### config.mk
export PLATFORM = sky130hd
export DESIGN_NAME = burst_arbiter
export DESIGN_NICKNAME = d
export VERILOG_FILES = /design/src/rtl/burst_arb_pkg.sv /design/src/rtl/rr_picker.sv /design/src/rtl/burst_arbiter.sv
export SDC_FILE = /design/constraint.sdc
export NUM_CORES = 1
export LEC_CHECK = 0
export ABC_AREA = 1
export CELL_PAD_IN_SITES_DETAIL_PLACEMENT = 1
export CELL_PAD_IN_SITES_GLOBAL_PLACEMENT = 1
export CORE_MARGIN = 4
export CORE_UTILIZATION = 34
export DETAILED_ROUTE_END_ITERATION = 7
export GPL_ROUTABILITY_DRIVEN = 0
export PLACE_DENSITY_LB_ADDON = 0.1
export SLEW_MARGIN = 10
export SYNTH_ARGS = -nofsm -noshare
export SYNTH_HDL_FRONTEND = slang
export SYNTH_SLANG_ARGS = --single-unit
### constraint.sdc
create_clock -name clk -period 2.5 [get_ports clk]
set_input_delay 0.75 -clock clk [delete_from_list [all_inputs] [get_ports clk]]
set_output_delay 0.75 -clock clk [all_outputs]
set_load 0.05 [all_outputs]
### src/rtl/burst_arb_pkg.sv
// Shared types and constants for the burst arbiter.
package burst_arb_pkg;

    typedef enum logic [0:0] {IDLE, XFER} state_t;

    localparam int unsigned STATS_W = 16;

endpackage

### src/rtl/rr_picker.sv
// Combinational round-robin selector: first set request at or after the pointer, wrapping.
module rr_picker #(
    parameter int unsigned NUM_REQ = 4,
    parameter int unsigned ID_W    = $clog2(NUM_REQ)
) (
    input  logic [NUM_REQ-1:0] req,
    input  logic [ID_W-1:0]    ptr,
    output logic               valid,
    output logic [NUM_REQ-1:0] onehot,
    output logic [ID_W-1:0]    idx
);

    always_comb begin
        int              cand;
        logic [ID_W-1:0] cidx;
        valid  = 1'b0;
        onehot = '0;
        idx    = '0;
        cand   = 0;
        cidx   = '0;
        for (int i = 0; i < int'(NUM_REQ); i++) begin
            cand = int'(ptr) + i;
            if (cand >= int'(NUM_REQ)) begin
                cand = cand - int'(NUM_REQ);
            end
            cidx = ID_W'(cand);
            if (!valid && req[cidx]) begin
                valid        = 1'b1;
                onehot[cidx] = 1'b1;
                idx          = cidx;
            end
        end
    end

endmodule

### src/rtl/burst_arbiter.sv
// Round-robin burst arbiter: grants whole bursts and counts beats to the last one.
// Optional per-requester completed-burst counters under BURST_ARB_STATS_EN.
module burst_arbiter
    import burst_arb_pkg::*;
#(
    parameter int unsigned NUM_REQ = 4,
    parameter int unsigned LEN_W   = 4,
    parameter int unsigned ID_W    = $clog2(NUM_REQ)
) (
    input  logic                     clk,
    input  logic                     reset,
    input  logic [NUM_REQ-1:0]       req,
    input  logic [NUM_REQ*LEN_W-1:0] req_len,
    input  logic                     beat_valid,
    input  logic                     beat_ready,
    output logic [NUM_REQ-1:0]       gnt,
    output logic [ID_W-1:0]          gnt_id,
    output logic                     burst_active,
    output logic                     burst_last,
    output logic [LEN_W-1:0]         beat_cnt
`ifdef BURST_ARB_STATS_EN
    ,
    output logic [NUM_REQ*STATS_W-1:0] burst_count
`endif
);

    state_t               state_q, state_d;
    logic [NUM_REQ-1:0]   gnt_q, gnt_d;
    logic [ID_W-1:0]      gnt_id_q, gnt_id_d;
    logic [LEN_W-1:0]     len_q, len_d;
    logic [LEN_W-1:0]     cnt_q, cnt_d;
    logic [ID_W-1:0]      ptr_q, ptr_d;

    logic                 pick_valid;
    logic [NUM_REQ-1:0]   pick_onehot;
    logic [ID_W-1:0]      pick_idx;
    logic                 accept;
    logic                 last;

    rr_picker #(
        .NUM_REQ (NUM_REQ),
        .ID_W    (ID_W)
    ) u_picker (
        .req    (req),
        .ptr    (ptr_q),
        .valid  (pick_valid),
        .onehot (pick_onehot),
        .idx    (pick_idx)
    );

    assign accept = (state_q == XFER) && beat_valid && beat_ready;
    assign last   = (state_q == XFER) && (cnt_q == len_q);

    always_comb begin
        state_d  = state_q;
        gnt_d    = gnt_q;
        gnt_id_d = gnt_id_q;
        len_d    = len_q;
        cnt_d    = cnt_q;
        ptr_d    = ptr_q;
        case (state_q)
            IDLE: begin
                if (pick_valid) begin
                    state_d  = XFER;
                    gnt_d    = pick_onehot;
                    gnt_id_d = pick_idx;
                    len_d    = req_len[int'(pick_idx)*LEN_W +: LEN_W];
                    cnt_d    = '0;
                end
            end
            XFER: begin
                if (accept) begin
                    if (last) begin
                        // Counter holds at len on the final beat so it never wraps.
                        state_d = IDLE;
                        gnt_d   = '0;
                        ptr_d   = (gnt_id_q == ID_W'(NUM_REQ - 1)) ? '0 : gnt_id_q + 1'b1;
                    end else begin
                        cnt_d = cnt_q + 1'b1;
                    end
                end
            end
            default: begin
                state_d = IDLE;
                gnt_d   = '0;
            end
        endcase
    end

    always_ff @(posedge clk) begin
        if (reset) begin
            state_q  <= IDLE;
            gnt_q    <= '0;
            gnt_id_q <= '0;
            len_q    <= '0;
            cnt_q    <= '0;
            ptr_q    <= '0;
        end else begin
            state_q  <= state_d;
            gnt_q    <= gnt_d;
            gnt_id_q <= gnt_id_d;
            len_q    <= len_d;
            cnt_q    <= cnt_d;
            ptr_q    <= ptr_d;
        end
    end

    assign gnt          = gnt_q;
    assign gnt_id       = gnt_id_q;
    assign burst_active = (state_q == XFER);
    assign burst_last   = last;
    assign beat_cnt     = cnt_q;

`ifdef BURST_ARB_STATS_EN
    logic [STATS_W-1:0] stats_q [NUM_REQ];

    always_ff @(posedge clk) begin
        if (reset) begin
            for (int i = 0; i < int'(NUM_REQ); i++) begin
                stats_q[i] <= '0;
            end
        end else if (accept && last && (stats_q[gnt_id_q] != {STATS_W{1'b1}})) begin
            stats_q[gnt_id_q] <= stats_q[gnt_id_q] + 1'b1;
        end
    end

    for (genvar g = 0; g < int'(NUM_REQ); g++) begin : g_stats_out
        assign burst_count[g*STATS_W +: STATS_W] = stats_q[g];
    end
`endif

endmodule

## After elaboration in Yosys (flattened, before gate mapping)

Index checks and enable logic that the tools add are counted.

| operators by class | value |
|---|---|
| $add $sub $neg | 9 |
| magnitude comparators | 12 |
| equality and inequality tests | 6 |
| shift-type cells | 1 |
| mux-type cells | 45 |
| bitwise gates (word level) | 4 |
| reductions and logical operators | 17 |

Operators with widths:

| operator | number |
|---|---|
| 4-bit two-way mux | 10 |
| 2-bit two-way mux | 9 |
| 4-bit one-hot mux with 2 select lines | 2 |
| 16-bit by 5-bit indexed part select with 4-bit output | 1 |
| 1-bit two-way mux | 15 |
| 2-bit by 3-bit < comparator with 1-bit output, second input constant | 4 |
| 4-bit bitwise OR | 3 |
| 1-bit logical AND | 10 |
| 3-bit >= comparator, second input constant | 3 |
| 3-bit AND reduction | 3 |
| 1-bit binary-select mux with 2-bit select | 4 |
| 1-bit demux with 2-bit select | 4 |
| 2-bit by 1-bit >= comparator with 1-bit output, second input constant | 4 |
| 2-bit by 1-bit subtractor with 2-bit output, second input constant | 4 |
| 2-bit by 2-bit adder with 3-bit output, second input constant | 2 |
| 2-bit != test, second input constant | 3 |
| 4-bit by 1-bit adder with 4-bit output, second input constant | 1 |
| 4-bit == test | 1 |
| 2-bit by 1-bit adder with 3-bit output, second input constant | 1 |
| 2-bit by 3-bit >= comparator with 1-bit output, second input constant | 1 |
| 1-bit logical NOT | 3 |
| 2-bit by 1-bit adder with 2-bit output, second input constant | 1 |
| 2-bit == test, second input constant | 1 |
| 2-bit by 1-bit != test with 1-bit output, second input constant | 1 |
| other kinds (3) | 3 |

| storage, ports and cells | value |
|---|---|
| flip-flop bits (word level) | 17 |
| output and inout port bits | 12 |

## Logic depth before layout (Yosys ltp)

Gate-level depths: netlist of run 1.

| depth | value |
|---|---|
| depth after elaboration | 16 |
| gate-level depth with buffers | 14 |
| mapped depth without buffers | 12 |

## Modules after synthesis

Synthesis of run 1 repeated with hierarchy kept, for this count alone.

| second synthesis, totals | value |
|---|---|
| cells, all modules | 213 |
| area total of the unflattened synthesis | 1382.6 um2 |

By module, submodules not included:

| module | times used | cells an instance | area each (um2) |
|---|---|---|---|
| burst_arbiter | 1 | 139 | 942.2 |
| rr_picker | 1 | 74 | 440.4 |

## Least setup slack after synthesis of run 1

OpenSTA, ideal clock, no wires.

| path | value |
|---|---|
| path type | flip-flop to output port |
| start | reg cnt_q[0], in the netlist beat_cnt[0] |
| end | out burst_last |
| arrival | 1.676 ns |
| slack | 0.074 ns |
| cell stages (with the launch flop) | 4 |
| cells stage by stage | dfxtp_1 -> xnor2_1 -> nand4_1 -> nor2_1 |

| between the ends | value |
|---|---|
| cells in the longest elaborated chain, start to end | 2 |

RTL lines:

| element | line | source |
|---|---|---|
| from (decl) | burst_arbiter.sv:31 | `logic [LEN_W-1:0] cnt_q, cnt_d;` |
| from (signal assigned) | burst_arbiter.sv:103 | `cnt_q <= cnt_d;` |
| 4-bit == test | burst_arbiter.sv:52 | `assign last = (state_q == XFER) && (cnt_q == len_q);` |
| 1-bit logical AND | burst_arbiter.sv:52 |  |
| to (decl) | burst_arbiter.sv:19 | `output logic burst_last,` |

Every way passes these cells.

## Worst setup path after layout of run 1

| path | value |
|---|---|
| start | reg cnt_q[0], in the netlist beat_cnt[0] |
| end | out beat_cnt[0] |

RTL lines:

| element | line | source |
|---|---|---|
| to (decl) | burst_arbiter.sv:20 | `output logic [LEN_W-1:0] beat_cnt` |

No word-level cell between the ends.

==> results of run 1 <==
state kept, by name, summed over array words and instances (netlist names):
name          cells
beat_cnt          4
burst_active      1
gnt               4
gnt_id            2
len_q             4
ptr_q             2
how the worst max path moves through the flow:
stage                           start           to  slack (ns)
after floorplan           beat_cnt[0]   burst_last        0.07
after global placement         req[3]    gnt_id[0]        0.05
after detailed placement       req[0]     len_q[3]       -0.02
after CTS                 beat_cnt[0]  beat_cnt[0]        0.20
after global routing           req[0]     len_q[1]        0.03
final                     beat_cnt[0]  beat_cnt[0]        0.20
cell usage in the layout (no fill, tap or decap), types with 2 or more instances in the layout:
cell type         n
inv_2             3
nand2_4           2
dfxtp_1          17
a21oi_1          10
nand4_1           4
o21ai_1           2
nand2_1          62
nand3_1          39
nor2_1            7
ha_1              9
nand3_4           2
nor2_4            2
o21ai_0           3
and3_1            2
buf_4            10
clkbuf_8          3
a22oi_1           2
xnor2_1           4
nand2_2           5
nand3_2           2
buf_12            2
inv_1            13
clkdlybuf4s50_1  34
what timing repair did:
| action | in CTS | in global routing |
|---|---|---|
| gates resized for setup | 0 | 1 |
| hold buffers | 0 | 0 |
| buffers inserted | 0 | 0 |
| endpoints found under the setup margin | 0 | 2 |
area by class of cell:
type | instances | area (µm²)
clock buffer | 3 | 41.3
fill | 506 | 1870
clock inverter | 1 | 5.00
inverter | 17 | 71.3
tap | 48 | 60.1
sequential | 17 | 340
timing repair buffer | 46 | 455
multi-input combinational | 166 | 955
through the flow:
stage | setup TNS, ns | setup WS, ns | instances | hold slack [ns]
after global routing | 0 | 0.0322 | 298 | 0.506
after floorplan | 0 | 0.0738 | 203 | 0.442
after detailed placement | -0.0602 | -0.0219 | 294 | 0.459
final | 0 | 0.204 | 298 | 0.468
after CTS | 0 | 0.195 | 298 | 0.471
after global placement | 0 | 0.0515 | 294 | 0.449
layer usage:
| layer | share of wire [%] | wire [µm] |
|---|---|---|
| met1 | 43 | 1760 |
| met2 | 51 | 2120 |
| met3 | 4.1 | 168 |
| met4 | 1.7 | 72 |
| met5 | 0 | 0 |
power by group:
group          total [mW]  internal [mW]  switching (mW)  leakage [nW]
Combinational       0.983          0.372           0.610         0.701
Clock               0.203          0.110          0.0921        0.0255
Sequential          0.385          0.332          0.0528         0.139
Total                1.57          0.815           0.755         0.866
kinds of logic after synthesis:
group / Yosys count / share of synthesized area [%]
AO/OA/AOI/OAI: 23 / 10.4
XOR/XNOR: 4 / 2.52
adder cells (fa/ha/maj): 9 / 8.10
buffers and inverters: 20 / 7.11
flip-flops: 17 / 24.5
AND/OR/NAND/NOR: 130 / 47.4
==> results.toml, run 1 <==
[status]
run_status = "finished clean"

[place]
dp_hpwl_mm = 3.47
placed_area_um2 = 1880
io_buffers = 35

[global_routing]
antenna_found_initial = 0
grt_max_degree = 13
use_met1_pct = 20.2
overflow = 0
grt_most_used_layer = "met2"
use_met2_pct = 30.5
grtUsageTotal_pct = 17.1
grt_pass1_vias = 1613
grt_util_met3_pct = 3.32
grt_pass1_wl_mm = 7.27

[sta]
timing.slew.headroom_pct = 67.0
slew_viol_final = 0
worst_slew_pin_slew_ns = 0.493
finalCritPeriodShare_pct = 91.8
fmax_mhz = 436
skew_ns = 0.00572
finalSetupViolations = 0
finalCriticalPeriod_ns = 2.30
finalHoldViolCount = 0
grt_setup_unrepaired = "no"

[power]
vdd_drop_max_mv = 0.263
p_per_area_nw_per_um2 = 814
leakagePower_nw = 0.866
finalPower_mw = 1.57

[synthesis]
ys_seq_area_share_pct = 24.5
yosysWarnings = 0
synthCells = 203
synth_common_cells = "nand2_1, nand3_1, dfxtp_1, inv_1, a21oi_1"
async_flop_share_pct = 0
ys_seq_elements = 17
synth_nets = 236
yosysMostFrequentCell = "nand2_1"
synth_largest_area_cell = "dfxtp_1"
synthFlopType = "dfxtp_1"
netlist_area_um2 = 1390
syn_area_per_cell_um2 = 6.85
netlist.area_leader.share_pct = 24.5
synthTopCellsByArea = "dfxtp_1, nand2_1, nand3_1"
synth-edff-count = 0
yosysUniqueCellTypes = 30

[final_layout]
finalNetCount = 284
final_core_util_pct = 50.8
n_antenna_cell = 0
finish.instance_area_um2 = 1930
area_growth_syn_to_layout_pct = 38.7
final_layout_size_suffix_gt1_share_pct = 15.6

[run]
max-cap-violations = 0

[clock_network]
cts_tree = "done"
clk_path_buf_depth = 2
clockRootBuffer = "clkbuf_8"
cts_buffers = 3
htree_levels = 1
clk_latency_ns = 0.25
clkTransAtPathRegs_ns = 0.07
clock-sinks = 17

[routing]
drt_iter0_drc = 32
wl_mm = 4.12
route.detailed.drc = 0
vias = 1521
wl_per_cell_um = 13.8
ant_nets = 0
dr.pass1.iters = 4
viasPerCell = 5.10

[worst_hold_path]
hold_end = "len_q[0]"
hold_path.class = "flop to flop"
worstHoldPathCells = 2
hold_start = "len_q[0]"

[setup_path]
critPathLaunchType = "flop"
ff2ff_setup_slack_ns = 0.34
worstSetupPathType = "flop to output pin"
cpLargestDelayFamily = "buffers and inverters"
path_buf_inv = 1
reg2reg_depth = 12
max_stage_delay_ns = 0.85
end_kind = "output pin"
worst_ep_arrival_time_ns = 1.55
cp_cell_sequence = "clkdlybuf4s50_1"
rr_startpoint = "ptr_q[0]"
required_ns = 1.75
cpMaxStageDelayCell = "clkdlybuf4s50_1"
cp.depth = 1
reg2reg_to = "len_q[3]"
worstPathMaxFanout = 6

[floorplan]
rows = 22
dieHeight_um = 71.9
die-area_um2 = 5180
core_um2 = 3800
start_util_pct = 36.6
die_w_um = 71.9
io_pins = 36
Note: power is estimated with default switching activity, not from simulation.
==> run 2: changes to the inputs <==
Settings changed: CORE_UTILIZATION 34 to 25, SLEW_MARGIN 10 to default.
==> run 2 against run 1 <==
Net effect: cell area increased by 2.5%; clock power increased by 2%; non-clock buffer count increased by 5; worst hold slack got worse by 0.0059 ns; critical path depth unchanged; final cell count increased by 9.1%; count of clock-buffer cells in the layout unchanged; wire length decreased by 1.7%; sequential share of layout area decreased by 0.44 points; power increased by 1.9%.
==> results.toml, run 2 (synthesis results as in run 1) <==
[setup_path]
path_buf_inv = 1
max_stage_delay_ns = 0.85
ff2ff_setup_slack_ns = 0.35
reg2reg_to = "len_q[3]"
worst_ep_arrival_time_ns = 1.53
end_kind = "output pin"
worstPathMaxFanout = 6
cp.depth = 1
required_ns = 1.75
rr_startpoint = "ptr_q[0]"
critical_path.endpoint = "beat_cnt[0]"
reg2reg_depth = 12
startpoint = "beat_cnt[0]"
critPathLaunchType = "flop"
worstSetupPathType = "flop to output pin"
cp_cell_sequence = "clkdlybuf4s50_1"
cpLargestDelayFamily = "buffers and inverters"
cpMaxStageDelayCell = "clkdlybuf4s50_1"

[power]
finalPower_mw = 1.60
p_int_mw = 0.839
leakagePower_nw = 0.883
seqPwrFrac_pct = 23.9
swShare_pct = 47.5
p_sw_mw = 0.760
vdd_drop_max_mv = 0.332
p_per_area_nw_per_um2 = 809
power.share.combinational_pct = 63.2
clock_power_share_pct = 12.9

[place]
dp_hpwl_mm = 3.41
io_buffers = 35
dp_cells = 321

[clock_network]
cts_buffers = 3
clk_path_buf_depth = 2
cts_resized = 0
clkTransAtPathRegs_ns = 0.07
post_cts_buffers = 0
clockRootBuffer = "clkbuf_8"
htree_levels = 1
clock-sinks = 17
cts_hold_buf = 0
clk_latency_ns = 0.25
cts_tree = "done"

[global_routing]
grtUsageTotal_pct = 13.5
overflow = 0
grt_most_used_layer = "met2"
use_met2_pct = 21.3
use_met1_pct = 18.9
antenna_found_initial = 0
grt_max_degree = 13
grt_util_met3_pct = 3.36
grt_pass1_wl_mm = 7.21
grt_pass1_vias = 1529

[sta]
finalSetupViolations = 0
grt_setup_unrepaired = "no"
skew_ns = 0.00363
finalCriticalPeriod_ns = 2.28
fmax_mhz = 439
slew_viol_final = 0
finalCritPeriodShare_pct = 91.2
setup_tns_ns = 0
finalHoldViolCount = 0
timing.slew.headroom_pct = 66.5
holdWs_ns = 0.462
worst_slew_pin_slew_ns = 0.501

[final_layout]
final_core_util_pct = 37.7
finalNetCount = 289
n_antenna_cell = 0
area_growth_syn_to_layout_pct = 42.2
fin_cells = 325
layout_common_cells = "nand2_1, nand3_1, clkdlybuf4s50_1"
final_layout_size_suffix_gt1_share_pct = 16.9
final_common_cell = "nand2_1"

[worst_hold_path]
hold_start = "gnt[3]"
hold_path.class = "flop to flop"

[routing]
wl_per_cell_um = 12.4
dr.pass1.iters = 4
viasPerCell = 4.62
vias = 1503
wl_mm = 4.04
drt_iter0_drc = 48
route.detailed.drc = 0
ant_nets = 0

[floorplan]
die_w_um = 82.6
core_um2 = 5240
io_pins = 36
die-area_um2 = 6820
rows = 26
dieHeight_um = 82.6
start_util_pct = 26.5

[run]
max-cap-violations = 0

[status]
run_status = "finished clean"
==> run 2: routing by layer <==
metal	wire length, µm	share of wire, %
met2	1770	44
met3	180	4.5
met5	0	0
met4	0	0
met1	2100	52
==> run 2: per-stage QoR <==
step / cell area (µm²) / setup slack, ns
final: 1980 / 0.220
after global routing: 1980 / 0.0374
after CTS: 1980 / 0.206
after detailed placement: 1930 / -0.00924
after global placement: 1930 / -0.0604
after floorplan: 1390 / 0.0738
==> run 2: power groups by stage <==
stage          Clock, mW  Sequential (mW)  Combinational, mW
4_1_cts            0.218            0.384               1.02
3_3_place_gp           0            0.390               1.03
5_1_grt            0.231            0.392               1.13
3_5_place_dp           0            0.390               1.02
6_report           0.207            0.382               1.01
2_1_floorplan          0            0.482              0.563
==> run 2: tightest hold or removal path, delay by kind of cell (launching register included) <==
family	cells	cell delay (ns)
DFF	1	0.31
and+or+nand+nor	1	0.06
AOI/OAI and AO/OA	1	0.05
==> run 2: worst min path at each step <==
stage | slack [ns] | endpoint | cells past startpoint
floorplan | 0.44 | len_q[0] | 2
global placement | 0.45 | gnt[1] | 2
detailed placement | 0.45 | gnt[3] | 2
CTS | 0.46 | gnt[3] | 2
global route | 0.49 | len_q[0] | 2
finish | 0.46 | gnt[3] | 2
==> run 2: layout make-up <==
type                       count  area (µm²)
clock buffer                   3        41.3
clock inverter                 1        5.00
fill                         672        3260
inverter                      17        71.3
multi-input combinational    166         951
sequential                    17         340
tap                           70        87.6
timing repair buffer          51         480
==> run 3: changes to the inputs <==
Settings changed: CELL_PAD_IN_SITES_DETAIL_PLACEMENT 1 to default, CELL_PAD_IN_SITES_GLOBAL_PLACEMENT 1 to default, PLACE_DENSITY_LB_ADDON 0.1 to 0.08.
Clock period 2.5 ns to 2.36 ns, I/O delays scaled along.
==> run 3 against run 2 <==
Net effect: flip-flop and latch count is the same; first-iteration DRC count shrank 6.3%; wire length shrank 6.3%; clock skew shrank 0.0033 ns; setup slack lost 0.083 ns; combinational power grew 9.9%; critical endpoint is now len_q[3]; largest power group unchanged; highest routed layer is now met4.
==> results.toml, run 3 (synthesis results as in run 1) <==
[routing]
drt_iter0_drc = 45
route.detailed.drc = 0
wl_mm = 3.79
viasPerCell = 4.41
vias = 1456
wl_per_cell_um = 11.5
dr.pass1.iters = 4
ant_nets = 0

[worst_hold_path]
hold_path.class = "flop to flop"

[sta]
worst_slack_ns = 0.137
skew_ns = 0.000290
finalCritPeriodShare_pct = 94.2
finalSetupViolations = 0
worst_slew_pin_slew_ns = 0.494
finalCriticalPeriod_ns = 2.22
finalHoldViolCount = 0
grt_setup_unrepaired = "no"
fmax_mhz = 450
timing.slew.headroom_pct = 67.0
slew_viol_final = 0

[final_layout]
final_core_util_pct = 38.9
finalNetCount = 294
finish.instance_area_um2 = 2040
ff_latch_area_um2 = 340
nFillCells = 557
multi_input_area_um2 = 965
layout_common_cells = "nand2_1, nand3_1, clkdlybuf4s50_1"
n_antenna_cell = 0
final_layout_size_suffix_gt1_share_pct = 18.8
area_growth_syn_to_layout_pct = 46.7
final_common_cell = "nand2_1"

[place]
io_buffers = 35
place_ws_ns = -0.122
dp_hpwl_mm = 3.18
placed_area_um2 = 1980

[power]
p_int_mw = 0.924
leakagePower_nw = 0.914
vdd_drop_max_mv = 0.287
swShare_pct = 46.4
clock_power_share_pct = 12.4
finalPower_mw = 1.72
p_sw_mw = 0.800
p_per_area_nw_per_um2 = 846
seqPwrFrac_pct = 23.4
power.share.combinational_pct = 64.2

[floorplan]
dieHeight_um = 82.6
core_um2 = 5240
die_w_um = 82.6
io_pins = 36
die-area_um2 = 6820
start_util_pct = 26.5
rows = 26

[clock_network]
post_cts_buffers = 0
cts_buffers = 3
clk_latency_ns = 0.25
cts_tree = "done"
htree_levels = 1
clk_path_buf_depth = 2
clkTransAtPathRegs_ns = 0.06
clockRootBuffer = "clkbuf_8"
clock-sinks = 17

[setup_path]
end_kind = "flop"
worstPathMaxFanout = 5
max_stage_delay_ns = 0.49
cp_cell_sequence = "clkdlybuf4s50_1 > nand2_1 > nand3_1 > nand2_1 > nand3_1 > nor2_4 > nand2_1 > o21ai_4 > nand3_1 > nand3_1 > nand2_1"
worst_ep_arrival_time_ns = 2.37
critPathLaunchType = "input port"
path_buf_inv = 1
cpLargestDelayFamily = "simple AND/OR/NAND/NOR gates"
cpMaxStageDelayCell = "clkdlybuf4s50_1"
required_ns = 2.51
worstSetupPathType = "input port to flop"

[global_routing]
grt_max_degree = 13
grt_pass1_wl_mm = 6.65
overflow = 0
grt_pass1_vias = 1496
grtUsageTotal_pct = 12.4
antenna_found_initial = 0

[status]
run_status = "finished clean"

[run]
max-cap-violations = 0
[run 3: worst register-to-register path, cell delays in order (launching register included)]
cell     delay, ns
dfxtp_1       0.43
inv_8         0.08
ha_1          0.38
inv_1         0.11
nand3_1       0.10
nand2_1       0.12
a21oi_1       0.25
nand2_1       0.09
nand2_2       0.16
nand3_1       0.12
nand3_1       0.10
nand3_1       0.08
nand2_1       0.06
[run 3: power groups by stage]
stage               Combinational (mW)  Sequential (mW)  Clock (mW)
global placement                  1.11            0.410           0
CTS                               1.11            0.405       0.225
floorplan                        0.602            0.511           0
global route                      1.23            0.413       0.238
detailed placement                1.11            0.411           0
finish                            1.11            0.403       0.213
[run 3: final cells by class]
class	instances	area share, %
Clock buffer	4	2.21
Inverter	17	3.50
Multi-Input combinational cell	166	47.3
Sequential cell	17	16.7
Tap cell	70	4.29
Timing Repair Buffer	56	26.0
[run 3: worst paths after layout]
check | start | endpoint | slack, ns | cells after the start
worst min register to register | gnt[3] | gnt[3] | 0.46 | 2
worst max-delay path | req[3] | len_q[3] | 0.14 | 11
worst min-delay path | gnt[3] | gnt[3] | 0.46 | 2
worst max register to register | ptr_q[0] | len_q[3] | 0.23 | 12
[run 3: timing repair]
item                       4_1_cts  5_1_grt
setup endpoints to repair        0        1
hold buffers                     0        0
gates resized for setup          0        2
[run 3: layer usage]
layer	global-route usage, %	routed length (µm)
met5	0	0
met4	3.27	43
met3	2.71	188
met2	20.3	1690
met1	16.5	1870
[run 3: through the flow]
step	std cells	setup TNS (ns)	hold WS, ns
floorplan	203	0	0.442
global placement	326	-0.839	0.454
CTS	330	0	0.461
global route	330	0	0.481
detailed placement	326	-0.802	0.450
finish	330	0	0.459
==> variant 1 (flow settings as in run 2) <==
`NUM_REQ` is set to 4 in 2 places; all go to 8.
--- a/src/rtl/rr_picker.sv
+++ b/src/rtl/rr_picker.sv
@@ -2,3 +2,3 @@
 module rr_picker #(
-    parameter int unsigned NUM_REQ = 4,
+    parameter int unsigned NUM_REQ = 8,
     parameter int unsigned ID_W    = $clog2(NUM_REQ)
--- a/src/rtl/burst_arbiter.sv
+++ b/src/rtl/burst_arbiter.sv
@@ -5,3 +5,3 @@
 #(
-    parameter int unsigned NUM_REQ = 4,
+    parameter int unsigned NUM_REQ = 8,
     parameter int unsigned LEN_W   = 4,
Interface: changed (resized gnt, gnt_id, req and req_len); port bits go from 36 to 61. No check against the original RTL was run, so the function may have changed too.
==> variant 1 against run 2 <==
  * The run now ends with negative setup slack left
  * Hold slack improved by 0.018 ns
  * Non-clock buffer count increased by 95
  * Wire length grew to 2.9 times the old value
  * First-iteration DRC count grew to 3.5 times the old value
  * Area after synthesis up 90%
  * Critical path depth grew 15
  * Setup slack worse by 0.36 ns
  * Fmax shrank 14%
  * Design area up 140%
  * Total power grew 76%
  * Sequential cell count increased by 6
  * Combinational power is 110% higher
  * Utilization rose by 8.5 points
==> variant 1: results (changes against run 2) <==
* Clk slew on worst S/H paths at 0.09 ns (+0.02 ns)
* Via density at 4.978 (+7.6%)
* Failing checks: negative setup slack
* Pin count of the biggest net entering global routing at 18 (+5)
* R2r setup slk at -0.12 ns (-0.47 ns)
* WP data arrival at 2.85 ns (+1.32 ns)
* DP Wirelength at 8.241 mm (+140%)
* R2r endpoint: gnt[7]$_SDFFE_PP0P_
* Net count after synthesis at 493 (+110%)
* Placed Cells at 677 (+110%)
* Setup Total Neg Slack at -1.634 ns (-1.634 ns)
* Outcome: finished with violations
* Pre-antenna DRT Iters at 5 (+1)
* Worst slack, placed at -0.6269 ns (-0.6176 ns)
* Final setup viols at 17 (+17)
* Initial drt markers at 170 (+250%)
* Critical Path Source: req[7]
* Clock Skews at 0.004750 ns (+0.001117 ns)
* Worst setup margin at -0.1375 ns (-0.3575 ns)
* Distinct cells, synth at 41 (+37%)
* Routed WL at 11.66 mm (+190%)
* Vias in the first global route at 3,605 (+140%)
* Crit-path max FO at 8 (+2)
* Port bufs at 60 (+71%)
* Reg2reg start: ptr_q[1]$_SDFFE_PP0P_
* Syn avg cell area at 5.992 sq um (-13%)
* Sequential area share after synthesis at 0.1747 (-0.07017)
* Reg2reg path depth at 17 (+5)
* Worst Tran Pin Value at 0.5158 ns (+0.01471 ns)
* Clk Latency, worst-skew pair at 0.27 ns (+0.02 ns)
* Hold_ws at 0.4804 ns (+0.01826 ns)
* Synth cell count leaders: nand2_1 (147), nand3_1 (67), inv_1 (36), a21oi_1 (24)
* Fin nets at 632 (+120%)
* Gr usage total at 0.1720 (+0.03717)
-- variant 1: changes by cell type after synthesis, sizes merged, moves of 12 or more --
cell and delta:
a21oi +12, inv +27, nand2 +87, nand3 +30, nor2 +20, nor3 +12
-- variant 1: through the flow --
step	power [mW]	cell area, sq um
global route	3.034	4752
finish	2.821	4752
floorplan	1.443	2704
global placement	2.051	3855
CTS	2.502	4240
detailed placement	2.063	3855
-- variant 1: worst max-delay path by stage --
| stage | slack [ns] | depth (start not counted) | endpoint |
|---|---|---|---|
| 5_1_grt | -0.28 | 21 | len_q[1]$_SDFFE_PP0P_ |
| 4_1_cts | -0.02 | 18 | len_q[3]$_SDFFE_PP0P_ |
| 2_1_floorplan | -0.04 | 20 | len_q[1]$_SDFFE_PP0P_ |
| 3_3_place_gp | -0.56 | 17 | len_q[0]$_SDFFE_PP0P_ |
| 3_5_place_dp | -0.63 | 17 | len_q[1]$_SDFFE_PP0P_ |
| 6_report | -0.14 | 16 | gnt[7]$_SDFFE_PP0P_ |
-- variant 1: cell type report --
type,count,area share
clock buffers,3,0.008689
repair buffers,146,0.2907
inverters,45,0.04055
clock inverters,1,0.001053
well taps,136,0.03581
flip-flops and latches,23,0.09847
multi-input cells,360,0.5247
-- variant 1: report_power, final --
group / switching [mW] / internal (mW)
clock: 0.126 / 0.112
sequential: 0.0581 / 0.418
combinational: 1.19 / 0.916
total: 1.38 / 1.45
-- variant 1: timing repair --
action	CTS	global route
setup buffers	17	14
pin swaps	24	52
endpoints found under the hold margin	0	0
gates resized for setup	72	106
setup endpoints to repair	20	19
cloned	2	0
-- variant 1: kinds of logic (layout without fill, tap and decap cells) --
| kind of cell | count (synthesis) | after routing | share of synthesized area |
|---|---|---|---|
| flip-flops | 23 | 23 | 0.1747 |
| AND/OR/NAND/NOR | 290 | 291 | 0.5363 |
| buffers and inverters | 58 | 195 | 0.09824 |
| XOR/XNOR | 4 | 4 | 0.01329 |
| adder cells (fa/ha/maj) | 9 | 9 | 0.04272 |
| AO/OA/AOI/OAI | 56 | 56 | 0.1348 |
-- variant 1: critical path: stages --
cell,delay [ns]
clkdlybuf4s15_1,0.19
nand2_2,0.08
nand3_2,0.13
nand3_4,0.10
nand2_4,0.07
nor2_4,0.16
nand4_4,0.17
nor2_8,0.20
buf_6,0.13
nand3b_1,0.15
nand2_2,0.18
inv_4,0.07
nor2_4,0.12
buf_12,0.16
nand2_4,0.06
a21oi_2,0.11
-- variant 1: layer usage --
metal | routed length (um) | GRT usage
met5 | 0 | 0
met4 | 182 | 0.04187
met3 | 266 | 0.01474
met2 | 5947 | 0.2921
met1 | 5259 | 0.2354
==> variant 2 (flow settings as in run 2) <==
Made on the original files. Put one more register stage on the output `beat_cnt`, with the module's reset. The value now appears one clock later. The other outputs are not delayed to match.
--- a/src/rtl/burst_arbiter.sv
+++ b/src/rtl/burst_arbiter.sv
@@ -111,3 +111,9 @@
     assign burst_last   = last;
-    assign beat_cnt     = cnt_q;
+    always_ff @(posedge clk) begin
+        if (reset) begin
+            beat_cnt <= '0;
+        end else begin
+            beat_cnt <= cnt_q;
+        end
+    end
 
Formal check against the unedited RTL: not equivalent (Yosys sat finds a counterexample within 4 cycles, from zero or initial values and one cycle with reset high).
==> variant 2 against run 2 <==
  * Wire length increased by 0.87%
  * Global-route usage decreased by 1.1 points
  * Clock skew increased by 0.0045 ns
  * Sequential cell count increased by 4
  * Setup slack got worse by 0.011 ns
  * First-iteration DRC count decreased by 44%
  * Design area increased by 4.5%
  * Area after synthesis increased by 7.4%
  * Largest cell class unchanged
Power is not compared: it rests on default switching activity, and its combinational part moved more than twofold at a synthesized area within 25%.
==> variant 2: results (changes against run 2) <==
* Worst Tran Pin Value at 0.5039 ns (+0.002753 ns)
* Syn avg cell area at 6.518 sq um (-4.8%)
* Pre-antenna DRT Iters at 4 (unchanged)
* DP Wirelength at 3.378 mm (-1.1%)
* Routed len/inst at 11.68 um (-6.1%)
* Routing usage on met1 at 0.1861 (-0.002515)
* Total CTS buffers at 3 (unchanged)
* Placed Cells at 345 (+7.5%)
* Clock Skews at 0.008088 ns (+0.004456 ns)
* Outcome: completed
* Wire length on met3 at 199 um (+11%)
* Initial drt markers at 27 (-44%)
* Longest Clk Path Bufs at 2 (unchanged)
* Max IR drop VDD at 0.2103 mV
* Largest stage delay, worst path at 0.85 ns (about the same)
* Gr usage total at 0.1235 (-0.01141)
* H-tree level count at 1 (unchanged)
* Clk Latency, worst-skew pair at 0.26 ns
* Worst slack, placed at -0.1026 ns (-0.09341 ns)
* Routed WL at 4.078 mm (+0.87%)
* Clk slew on worst S/H paths at 0.07 ns (about the same)
* GRT busiest layer: met1
* Net count after synthesis at 262 (+11%)
* Vias in the first global route at 1,555 (+1.7%)
* Primary FF master, synth: dfxtp_1
* Pleak at around 0.95 nW
* Ys Warns at 0 (unchanged)
* Crit-path max FO at 6 (unchanged)
* Sequential area share after synthesis at 0.2816 (+0.03682)
* Met3 usage at 0.01942 (-0.01421)
* Cell Area, Placed at 2011 sq um (+4.1%)
* Wire length of the first global-routing pass at 7.534 mm (+4.5%)
* DRT met1 WL at 2.167 mm (+3.3%)
* Met2 Use GR at 0.1787 (-0.03447)
* Layout cells sized above 1 at 0.1191 (-0.04949)
* Hold WC Path Type: reg -> reg
* Number of inserted diodes at 0 (unchanged)
* Fin nets at 311 (+7.6%)
* Synth cell count leaders: nand2_1 (69), inv_1 (29), nand3_1 (24), dfxtp_1 (21), a21oi_1 (19)
* WP data arrival at between 1.5 and 2 ns
* Pin count of the biggest net entering global routing at 15 (+2)
* Initial antenna violation count at 0 (unchanged)
* Synth top area cells: dfxtp_1 (28%), nand2_1 (17%), nand3_1 (8.0%)
* Uppermost layer routed: met4
* Via density at 4.421 (-4.4%)
* Port bufs at 35 (unchanged)
* Distinct cells, synth at 28 (-6.7%)
* CP top delay family: buffers and inverters
* Metal2 WL at 1.659 mm (-6.0%)
[variant 2: report_power, final]
group | total [mW] | switching (mW) | leakage [nW] | internal, mW
Clock | 0.224 | 0.113 | 0.0255 | 0.111
Combinational | 0.503 | 0.301 | 0.756 | 0.202
Sequential | 0.393 | 0.0250 | 0.172 | 0.368
[variant 2: path summary, 6_finish.rpt]
| kind | startpoint | to | slack, ns | depth (start not counted) |
|---|---|---|---|---|
| min reg2reg | gnt[0]$_SDFFE_PP0P_ | gnt[0]$_SDFFE_PP0P_ | 0.47 | 2 |
| max reg2reg | ptr_q[1]$_SDFFE_PP0P_ | len_q[2]$_SDFFE_PP0P_ | 0.40 | 12 |
| min | gnt[0]$_SDFFE_PP0P_ | gnt[0]$_SDFFE_PP0P_ | 0.47 | 2 |
| max | burst_active$_SDFF_PP0_ | burst_active | 0.21 | 1 |
[variant 2: kinds of logic (layout without fill, tap and decap cells)]
family / count (synthesis) / in the layout / synth area share
DFF: 21 / 21 / 0.2816
and+or+nand+nor: 130 / 130 / 0.4099
adders and majority gates: 9 / 9 / 0.07544
buffers and inverters: 33 / 81 / 0.09052
AOI/OAI and AO/OA: 34 / 34 / 0.1308
xor gates and xnor gates: 2 / 2 / 0.01174
[variant 2: layout make-up]
| type | count | area, sq um |
|---|---|---|
| fill | 731 | 3576 |
| multi-input combinational | 175 | 945.9 |
| inverter | 30 | 112.6 |
| tap | 72 | 90.09 |
| sequential | 21 | 420.4 |
| clock buffer | 3 | 41.29 |
| timing repair buffer | 47 | 450.4 |
| clock inverter | 1 | 5.005 |
[variant 2: what timing repair did]
action                                  in CTS  in global routing
gates resized for setup                      0                  3
endpoints found under the setup margin       0                  4
buffers inserted                             0                  0
hold endpoints to repair                     0                  0
hold buffers                                 0                  0
